**src/rtl/interconn_sender.sv**
```systemverilog
// Transmit-side packer for one crossbar sender slot: gathers K = W/DW elements
// into a W-bit word and emits it as a single-cycle registered send_en pulse.
module interconn_sender #(
    parameter int W     = 128,
    parameter int DW    = 32,
    parameter int LEN_W = 16
) (
    input  logic             clk,
    input  logic             clr,
    input  logic             start,
    input  logic [LEN_W-1:0] len,
    input  logic             abort,
    input  logic             in_valid,
    input  logic [DW-1:0]    in_data,
    output logic             in_ready,
    output logic             send_en,
    output logic [W-1:0]     send_word,
    output logic             busy,
    output logic             done,
    output logic             state_dbg
);

    localparam int K  = W / DW;
    localparam int LW = (K > 1) ? $clog2(K) : 1;

    typedef enum logic {
        IDLE = 1'b0,
        RUN  = 1'b1
    } state_t;

    // Handshake: an element transfers on a rising edge where in_valid & in_ready;
    // in_ready depends only on state, never on in_valid.
    state_t           state, state_n;
    logic [LEN_W-1:0] rem, rem_n;
    logic [LW-1:0]    lane, lane_n;
    logic [W-1:0]     pack, pack_n, merged, send_word_n;
    logic             send_en_n, done_n;

    assign in_ready  = (state == RUN);
    assign busy      = (state == RUN);
    assign state_dbg = (state == RUN);

    // Pack register with the incoming element dropped into the current lane.
    always_comb begin
        merged = pack;
        for (int i = 0; i < K; i++) begin
            if (lane == LW'(i)) merged[i*DW +: DW] = in_data;
        end
    end

    always_comb begin
        state_n     = state;
        rem_n       = rem;
        lane_n      = lane;
        pack_n      = pack;
        send_en_n   = 1'b0;
        send_word_n = send_word;
        done_n      = 1'b0;
        case (state)
            IDLE: begin
                if (!abort && start) begin
                    if (len != '0) begin
                        state_n = RUN;
                        rem_n   = len;
                        lane_n  = '0;
                        pack_n  = '0;
                    end else begin
                        done_n = 1'b1;
                    end
                end
            end
            RUN: begin
                if (abort) begin
                    // Cancel wins over a simultaneous accept; the partial word is dropped.
                    state_n = IDLE;
                    rem_n   = '0;
                    lane_n  = '0;
                    pack_n  = '0;
                end else if (in_valid) begin
                    rem_n = rem - LEN_W'(1);
                    if (lane == LW'(K - 1) || rem == LEN_W'(1)) begin
                        send_en_n   = 1'b1;
                        send_word_n = merged;
                        pack_n      = '0;
                        lane_n      = '0;
                    end else begin
                        pack_n = merged;
                        lane_n = lane + LW'(1);
                    end
                    if (rem == LEN_W'(1)) begin
                        state_n = IDLE;
                        done_n  = 1'b1;
                    end
                end
            end
            default: state_n = IDLE;
        endcase
    end

    always_ff @(posedge clk or posedge clr) begin
        if (clr) begin
            state     <= IDLE;
            rem       <= '0;
            lane      <= '0;
            pack      <= '0;
            send_en   <= 1'b0;
            send_word <= '0;
            done      <= 1'b0;
        end else begin
            state     <= state_n;
            rem       <= rem_n;
            lane      <= lane_n;
            pack      <= pack_n;
            send_en   <= send_en_n;
            send_word <= send_word_n;
            done      <= done_n;
        end
    end

endmodule

```
**config.mk**
```make
export PLATFORM = sky130hd
export DESIGN_NAME = interconn_sender
export DESIGN_NICKNAME = d
export VERILOG_FILES = /design/src/rtl/interconn_sender.sv
export SDC_FILE = /design/constraint.sdc
export NUM_CORES = 1
export LEC_CHECK = 0
export ABC_AREA = 1
export CAP_MARGIN = 20
export CORE_ASPECT_RATIO = 0.5
export CORE_UTILIZATION = 31
export CTS_BUF_LIST = sky130_fd_sc_hd__clkbuf_2
export CTS_CLUSTER_SIZE = 40
export DETAILED_ROUTE_END_ITERATION = 8
export DONT_BUFFER_PORTS = 1
export PLACE_DENSITY_LB_ADDON = 0.08
export SLEW_MARGIN = 20
export SYNTH_ARGS = -nofsm -noshare
export SYNTH_HDL_FRONTEND = slang
export SYNTH_SLANG_ARGS = --single-unit
```
**constraint.sdc**
```tcl
create_clock -name clk -period 11.3 [get_ports clk]
set_input_delay 2.26 -clock clk [delete_from_list [all_inputs] [get_ports clk]]
set_output_delay 2.26 -clock clk [all_outputs]
set_load 0.01 [all_outputs]
```
==> results by stage, run 1 <==
STA:
- The ratio of final minimum period to clock period is 40.35%.
- The max-slew violation count is 0.
- The worst slack on hold paths is 0.4777 ns.
- The remaining max-slew budget at the tightest pin is 32.71%.
- Summed over all failing endpoints, the final setup total negative slack is 0 ns.
- Setup violations remaining at the end of the flow were counted as 0.
- The final critical path time including I/O delays and setup is 4.560 ns.
- Setup repair after global routing left no endpoint under its margin.
- Setup slack closes at 6.740 ns.
- Across the routed clock network, the largest skew measured is 0.06924 ns.
- The slew of the pin with the lowest slew margin is 1.009 ns.
- For this run, the top clock speed supported by timing is 219.3 MHz.
- The final count of hold timing violations is 0.

CTS:
- The worst-case clock buffer depth is 3.
- TritonCTS built the clock tree.
- Counting every sink on the clock net gives 277.
- The clock-pin slew on the worst setup and hold paths is about 0.090 ns.
- For this design, the CTS-stage hold fixing added 0 buffers.
- Buffers added to address setup during post-CTS repair amount to 0.
- The number of buffers created by CTS is 70.
- The insertion delay of the later-clocked pin in the worst-skew pair is between 0.9 and 1 ns.
- The clock tree root driver cell is clkbuf_2.
- Gates resized during post-CTS repair numbered 0.
- The number of H-tree levels is 3.

Worst setup path:
- The worst endpoint required time is ~12 ns.
- The critical path class is input pin to register.
- The number of cells on the worst reg-to-reg path is 8.
- The worst setup path is launched from an input pin.
- The data arrival at the endpoint of the critical path is 5.35 ns.
- The startpoint of the worst setup timing path is abort.
- STA classifies the critical path endpoint as a register.
- Along the worst path, the maximum fanout reaches 71.
- The launch point of the worst reg-to-reg path is busy.

Status:
- The flow ran to the end, and the final reports show no timing, DRC or antenna violations.

Logic synthesis:
- The number of enable-type register cells in the synthesized netlist is 0.
- The biggest area consumer among synthesized cells is dfrtp_1.
- The commonest cells after synthesis are 1126 x nand2_1, 277 x dfrtp_1, 149 x nand3_1.
- Counting flops and latches in the post-synthesis netlist gives 277.
- By area the synthesized netlist is led by dfrtp_1 53%, nand2_1 32%, nand3_1 5.7%.
- The proportion of register bits with asynchronous set or reset after synthesis is 100.0%.
- The total of warnings raised by yosys is 0.
- The post-synthesis average cell area is 7.404 um^2.
- The sequential element share of the synthesized area is 53.16%.
- The dominant register cell in the synthesized netlist is dfrtp_1.
- The number of standard cells after synthesis is approximately 1800.
- By instance count, the leading cell after synthesis is nand2_1.
- The synthesized design devotes to its leading area cell type 53.16% of total area.
- The mapped netlist covers 13040 um^2.
- The number of nets handed over by synthesis was around 1800.
- The distinct cell type count after synthesis is 22.

Floorplan:
- The area of the die is 42940 um^2.
- During I/O placement, the number of pins put on the boundary was 186.
- The chip width is a little under 300 um.
- The height of the die is between 100 and 150 um.
- For this configuration, the core starts out at a cell density of 31.86%.
- In this run the core area contains 52 standard-cell rows.
- The total core area is approximately 40000 um^2.

Min path:
- The number of instances on the worst hold path is 2.
- The class of the tightest hold or removal check is register to register.
- The critical hold path startpoint is pack[98].

Final layout:
- The area of combinational cells with multiple inputs is 5374 um^2.
- The proportion of layout cells with a drive suffix above 1 is around 7.4%.
- The utilization after layout is 33.84%.
- The finished layout holds 2320 standard cells, fillers aside.
- Counting the fill cells in the layout gives 4376.
- The area occupied by registers is 6932 um^2.
- The area growth from synthesis to layout is 6.228%.
- The net count of the finished layout is 1804.
- The final cell area excluding filler cells is 13850 um^2.

Placement:
- The final HPWL from detailed placement is 26.40 mm.
- The congestion estimate from routability-driven global placement came to 0.8172.
- The number of I/O port buffers is 0.
- Timing analysis after detailed placement gives a worst setup slack of 5.748 ns.
- The post-placement cell area is 13250 um^2.
- The cell total after placement is 2212.

Global routing:
- The number of global-route vias before repair came to 11320.
- The aggregate global-route resource usage is about a fifth.
- The global-route wire length before repair is 66.05 mm.
- After global routing the overflow that remains totals 0.
- The number of antenna violations at the first check in global routing is 1.
- The maximum number of pins on one net before global-route repair is 83.

Drt:
- The antenna violation net count after detailed routing is 0.
- After detailed routing, the number of vias per cell comes to 4.857.
- The number of DRC violations after detailed-routing iteration 0 is about 890.
- For this run, design rule violations remaining after detail routing come to 0.
- The routed design has around 42 mm of wire.
- For this run, the detailed router's first-pass iteration total came to 5.
- In the final routed layout, each cell accounts on average for 17.92 um.
- The detailed router placed 11270 vias in this run.

Pwr:
- The leakage power summed over all cells is 8.114 nW.
- For this design the ratio of total power to cell area is 147.7 nW/um^2.
- The maximum vdd drop is 0.00005768 V.
- The total design power is 2.046 mW.

Run:
- The max-capacitance violation count is 0.
## flip-flops by register name (all words and copies together), names as in the netlist
register,count
done,1
rem,16
pack,128
busy,1
send_en,1
send_word,128
lane,2
## power by group
group / total [mW] / internal (mW) / leakage (nW) / switching (mW)
clock network: 0.684 / 0.273 / 0.452 / 0.411
logic: 0.286 / 0.0711 / 3.83 / 0.215
registers: 1.08 / 1.03 / 3.83 / 0.0412
total: 2.05 / 1.38 / 8.11 / 0.668
## final cells by class
class | count | share of cell area (%)
tap | 540 | 4.878
timing repair buffer | 17 | 1.066
multi-input combinational | 1344 | 38.80
clock inverter | 7 | 0.5781
inverter | 35 | 1.039
clock buffer | 99 | 3.577
antenna | 1 | 0.01807
sequential | 277 | 50.05
## final timing paths
check                      slack (ns)             end
setup / recovery                 6.74    send_word[9]
hold / removal                   0.48        pack[98]
setup reg to reg                 7.32    send_word[9]
hold reg to reg                  0.48        pack[98]
max in group asynchronous        8.61  send_word[101]
min in group asynchronous        1.25  send_word[117]
## critical path: stages
cell and delay (ns):
inv_1 0.05, nand2_1 0.16, nor2_4 0.14, buf_4 0.57, nand2_4 0.50, inv_4 0.62, buf_4 0.72, nand2_1 0.12
nand2_1 0.09
## cells in the final DEF, fill, tap and decap left out, drive strengths merged
cell type and count:
nand2 1126, dfrtp 277, nand3 149, clkbuf 99
inv 35, nor2 31, o21ai 22, buf 17
ha 6, clkinv 5, nor3 3, o22ai 2
bufinv 2, a21oi 2, diode 1, mux2i 1
a32o 1, nand4 1
## cell families after synthesis
group	Yosys count	share of synthesized area (%)
AOI/OAI and AO/OA	27	1.123
adders and majority gates	6	0.5757
buffers and inverters	140	5.796
DFF	277	53.16
muxes	1	0.07677
and+or+nand+nor	1310	39.27
## metal layers
layer	GRT usage, %	routed length [um]	up-vias
met2	29.48	17670	353
met3	5.068	3147	72
met5	0	0	-
met4	5.974	904	0
li1	-	-	5403
met1	28.39	19860	5440
(Power assumes the default switching activity.)
==> run 2: changes to the inputs <==
==> constraint.sdc (replaced) <==
create_clock -name clk -period 4.5 [get_ports clk]
set_input_delay 0.9 -clock clk [delete_from_list [all_inputs] [get_ports clk]]
set_output_delay 0.9 -clock clk [all_outputs]
set_load 0.01 [all_outputs]
==> run 2 against run 1 <==
Compared with the run above:
- first-iteration DRC count rose by 21%
- critical path depth did not move
- final area rose by 0.76%
- combinational power rose to 2.5 times the previous value
- routed wire length fell by 0.13%
- count of clock-buffer cells in the layout rose by 3
- non-clock buffer count did not move
- critical path type is now register to register
- critical endpoint is now send_word[38]
- largest cell class unchanged
==> results by stage, run 2 (same netlist as run 1, synthesis figures left out) <==
Min path:
- The number of instances on the worst hold path is 4.
- The class of the tightest hold or removal check is input pin to register.
- The worst hold path begins at in_data[30].

Pwr:
- The design draws 5.170 mW.
- The cell area power density is 370.4 nW/um^2.
- The leakage power summed over all cells is 8.144 nW.
- The maximum vdd drop is between 0.00015 and 0.0002 V.

Global routing:
- The number of global-route vias before repair is 11360.
- The aggregate global-route resource usage is 19.95%.
- The met2 demand-to-capacity share in global routing is between 20% and 30%.
- The met1 demand-to-capacity share in global routing is 27.96%.
- The met3 track demand over resource is 6.293%.
- The global-route wire length before repair is 65.93 mm.
- The maximum number of pins on one net before global-route repair is 131.
- The most utilized layer in the global route result is met2.
- The sum of overflow across all layers after global routing is 0.
- The number of antenna violations at the first check in global routing is 3.

STA:
- The highest attainable clock frequency is 305.3 MHz.
- The setup skew after layout is around 0.11 ns.
- The final critical path takes up ~73% of the cycle.
- The max-slew violation count is 0.
- The remaining max-slew budget at the tightest pin is 41.54%.
- The final count of hold timing violations is 0.
- The final critical path time including I/O delays and setup is ~3.3 ns.
- Setup repair after global routing left no endpoint under its margin.
- Setup violations remaining at the end of the flow were counted as 0.
- The slew of the pin with the lowest slew margin is 0.8769 ns.

Floorplan:
- The die is between 200 and 300 um wide.
- The area of the die is 42940 um^2.
- After floorplanning, the core was sized to cover 40920 um^2.
- The number of core rows is 52.
- Measured along the y axis, the die boundary spans 147.0 um.
- The count of pins on the block boundary is ~190.
- The starting utilization of the core area is 31.86%.

Drt:
- The detailed router finished its first iteration with 1070 violations.
- The first TritonRoute pass finished after 5 iterations.
- In the routed layout, each cell is associated on average with a via count of 4.786.
- The via count of the routed design is 11190.
- The antenna violation net count after detailed routing is 0.
- After detailed routing, the average wire length per cell comes to 17.77 um.
- After detailed routing, the number of remaining DRC violations is 0.
- The final layout contains routed wiring with a total length of 41.52 mm.

Worst setup path:
- For the worst setup path, the data required time is between 5 and 6 ns.
- The worst-path cell with the longest stage delay is buf_4.
- The startpoint of the worst setup timing path is lane[0].
- The maximum single-stage delay on the critical path is between 0.7 and 0.8 ns.
- The worst-path maximum fanout is 76.
- STA classifies the critical path startpoint as a register.
- Walking the worst path, the cells encountered are ha_2 > inv_1 > buf_4 > nand2_1 > nand2_4 > buf_4 > buf_4 > nand2_1 > nand2_1.
- The launch point of the worst reg-to-reg path is lane[0].
- Measured in cells, the most critical reg-to-reg path has a length of 9.
- The data arrival at the endpoint of the critical path is 4.15 ns.
- The worst setup path is of the register to register kind.
- The worst setup path is captured at a register.

Placement:
- The post-placement cell area is 13320 um^2.
- The number of I/O port buffers is 0.
- The routability-driven placement congestion ratio is just over 0.8.
- Detailed placement ended at an HPWL of 26.31 mm.

CTS:
- The number of setup buffers added after CTS is 0.
- The number of buffers created by CTS is 72.
- The clock-pin slew on the worst setup and hold paths is 0.12 ns.
- After clock tree synthesis, the repair step resized 0 gates.
- Buffers inserted to repair hold after CTS numbered 1.
- The TritonCTS clock tree is built.
- The clock net in this run drives a total of 277 sinks.
- The clock tree root driver cell is clkbuf_2.
- Counting along the longest clock path gives a buffer depth of 3.
- The H-tree generated during clock tree synthesis spans 3 levels.
- The insertion delay of the later-clocked pin in the worst-skew pair is 1.02 ns.

Final layout:
- The count of filler cells inserted in the layout is 4367.
- After routing the design area is 13960 um^2.
- At the end of the flow, the number of nets in the layout was 1806.
- The largest registers in the layout are pack x128, send_word x128, rem x16.
- From synthesis to final layout, the design area changed by 7.034%.
- The leading cell type in the layout, fill and taps excluded is nand2_1.
- Leaving out fill and tap cells, the most frequent cells in the layout are 1125 x nand2_1, 277 x dfrtp_1, 149 x nand3_1, 102 x clkbuf_2, 29 x inv_1.
- The proportion of layout cells with a drive suffix above 1 is 7.585%.

Run:
- Max-cap violations in this run came to 0.

Status:
- The run finished with clean final reports.
[run 2: cell types whose count changed in the layout (fill, tap and decap cells not counted), moves of 2 or more]
| cell | delta |
|---|---|
| clkinv_1 | +9 |
| diode_2 | +3 |
| clkinvlp_4 | +3 |
| inv_2 | +2 |
| buf_4 | -6 |
| clkbuf_2 | +3 |
| buf_12 | +5 |
[run 2: through the flow]
step / cells / util (%) / hold slack, ns / setup slack [ns] / setup TNS [ns]
2_1_floorplan: 1761 / - / 0.4422 / -0.06535 / -18.10
3_5_place_dp: 2212 / 32.56 / 0.4585 / 1.170 / 0
3_3_place_gp: 2211 / 32.49 / 0.4529 / 1.191 / 0
4_1_cts: 2333 / 34.08 / 0.01427 / 1.178 / 0
6_report: 2337 / 34.10 / 0.1271 / 1.224 / 0
5_1_grt: 2337 / 34.10 / -0.003869 / 0.8823 / 0
[run 2: final cells by class]
cell class | count | area, um^2 | share of cell area, %
flip-flops and latches | 277 | 6932 | 49.67
multi-input cells | 1344 | 5374 | 38.51
well taps | 540 | 675.6 | 4.841
clock buffers | 102 | 510.5 | 3.658
repair buffers | 17 | 212.7 | 1.524
inverters | 35 | 140.1 | 1.004
clock inverters | 18 | 101.3 | 0.7262
diodes | 4 | 10.01 | 0.07172
[run 2: where the power goes]
group	internal, mW	leakage (nW)	switching [mW]
Sequential	2.60	3.83	0.103
Combinational	0.183	3.85	0.537
Clock	0.659	0.467	1.09
[run 2: critical path: cells and delay by family (launching register included)]
| kind | cells | cell delay, ns |
|---|---|---|
| flops | 1 | 0.44 |
| simple gates | 4 | 0.45 |
| buf+inv | 4 | 1.71 |
| fa+ha+maj | 1 | 0.45 |
[run 2: final timing paths]
| kind | slack [ns] | to |
|---|---|---|
| max | 1.22 | send_word[38] |
| min | 0.13 | send_word[126] |
| max reg2reg | 1.22 | send_word[38] |
| min reg2reg | 0.48 | pack[53] |
| max in group asynchronous | 2.80 | busy |
| min in group asynchronous | 0.50 | pack[94] |
[run 2: per-layer routing]
metal,routed length (um),up-vias
li1,-,5425
met2,17630,325
met4,790,0
met5,0,-
met3,3015,57
met1,20090,5378
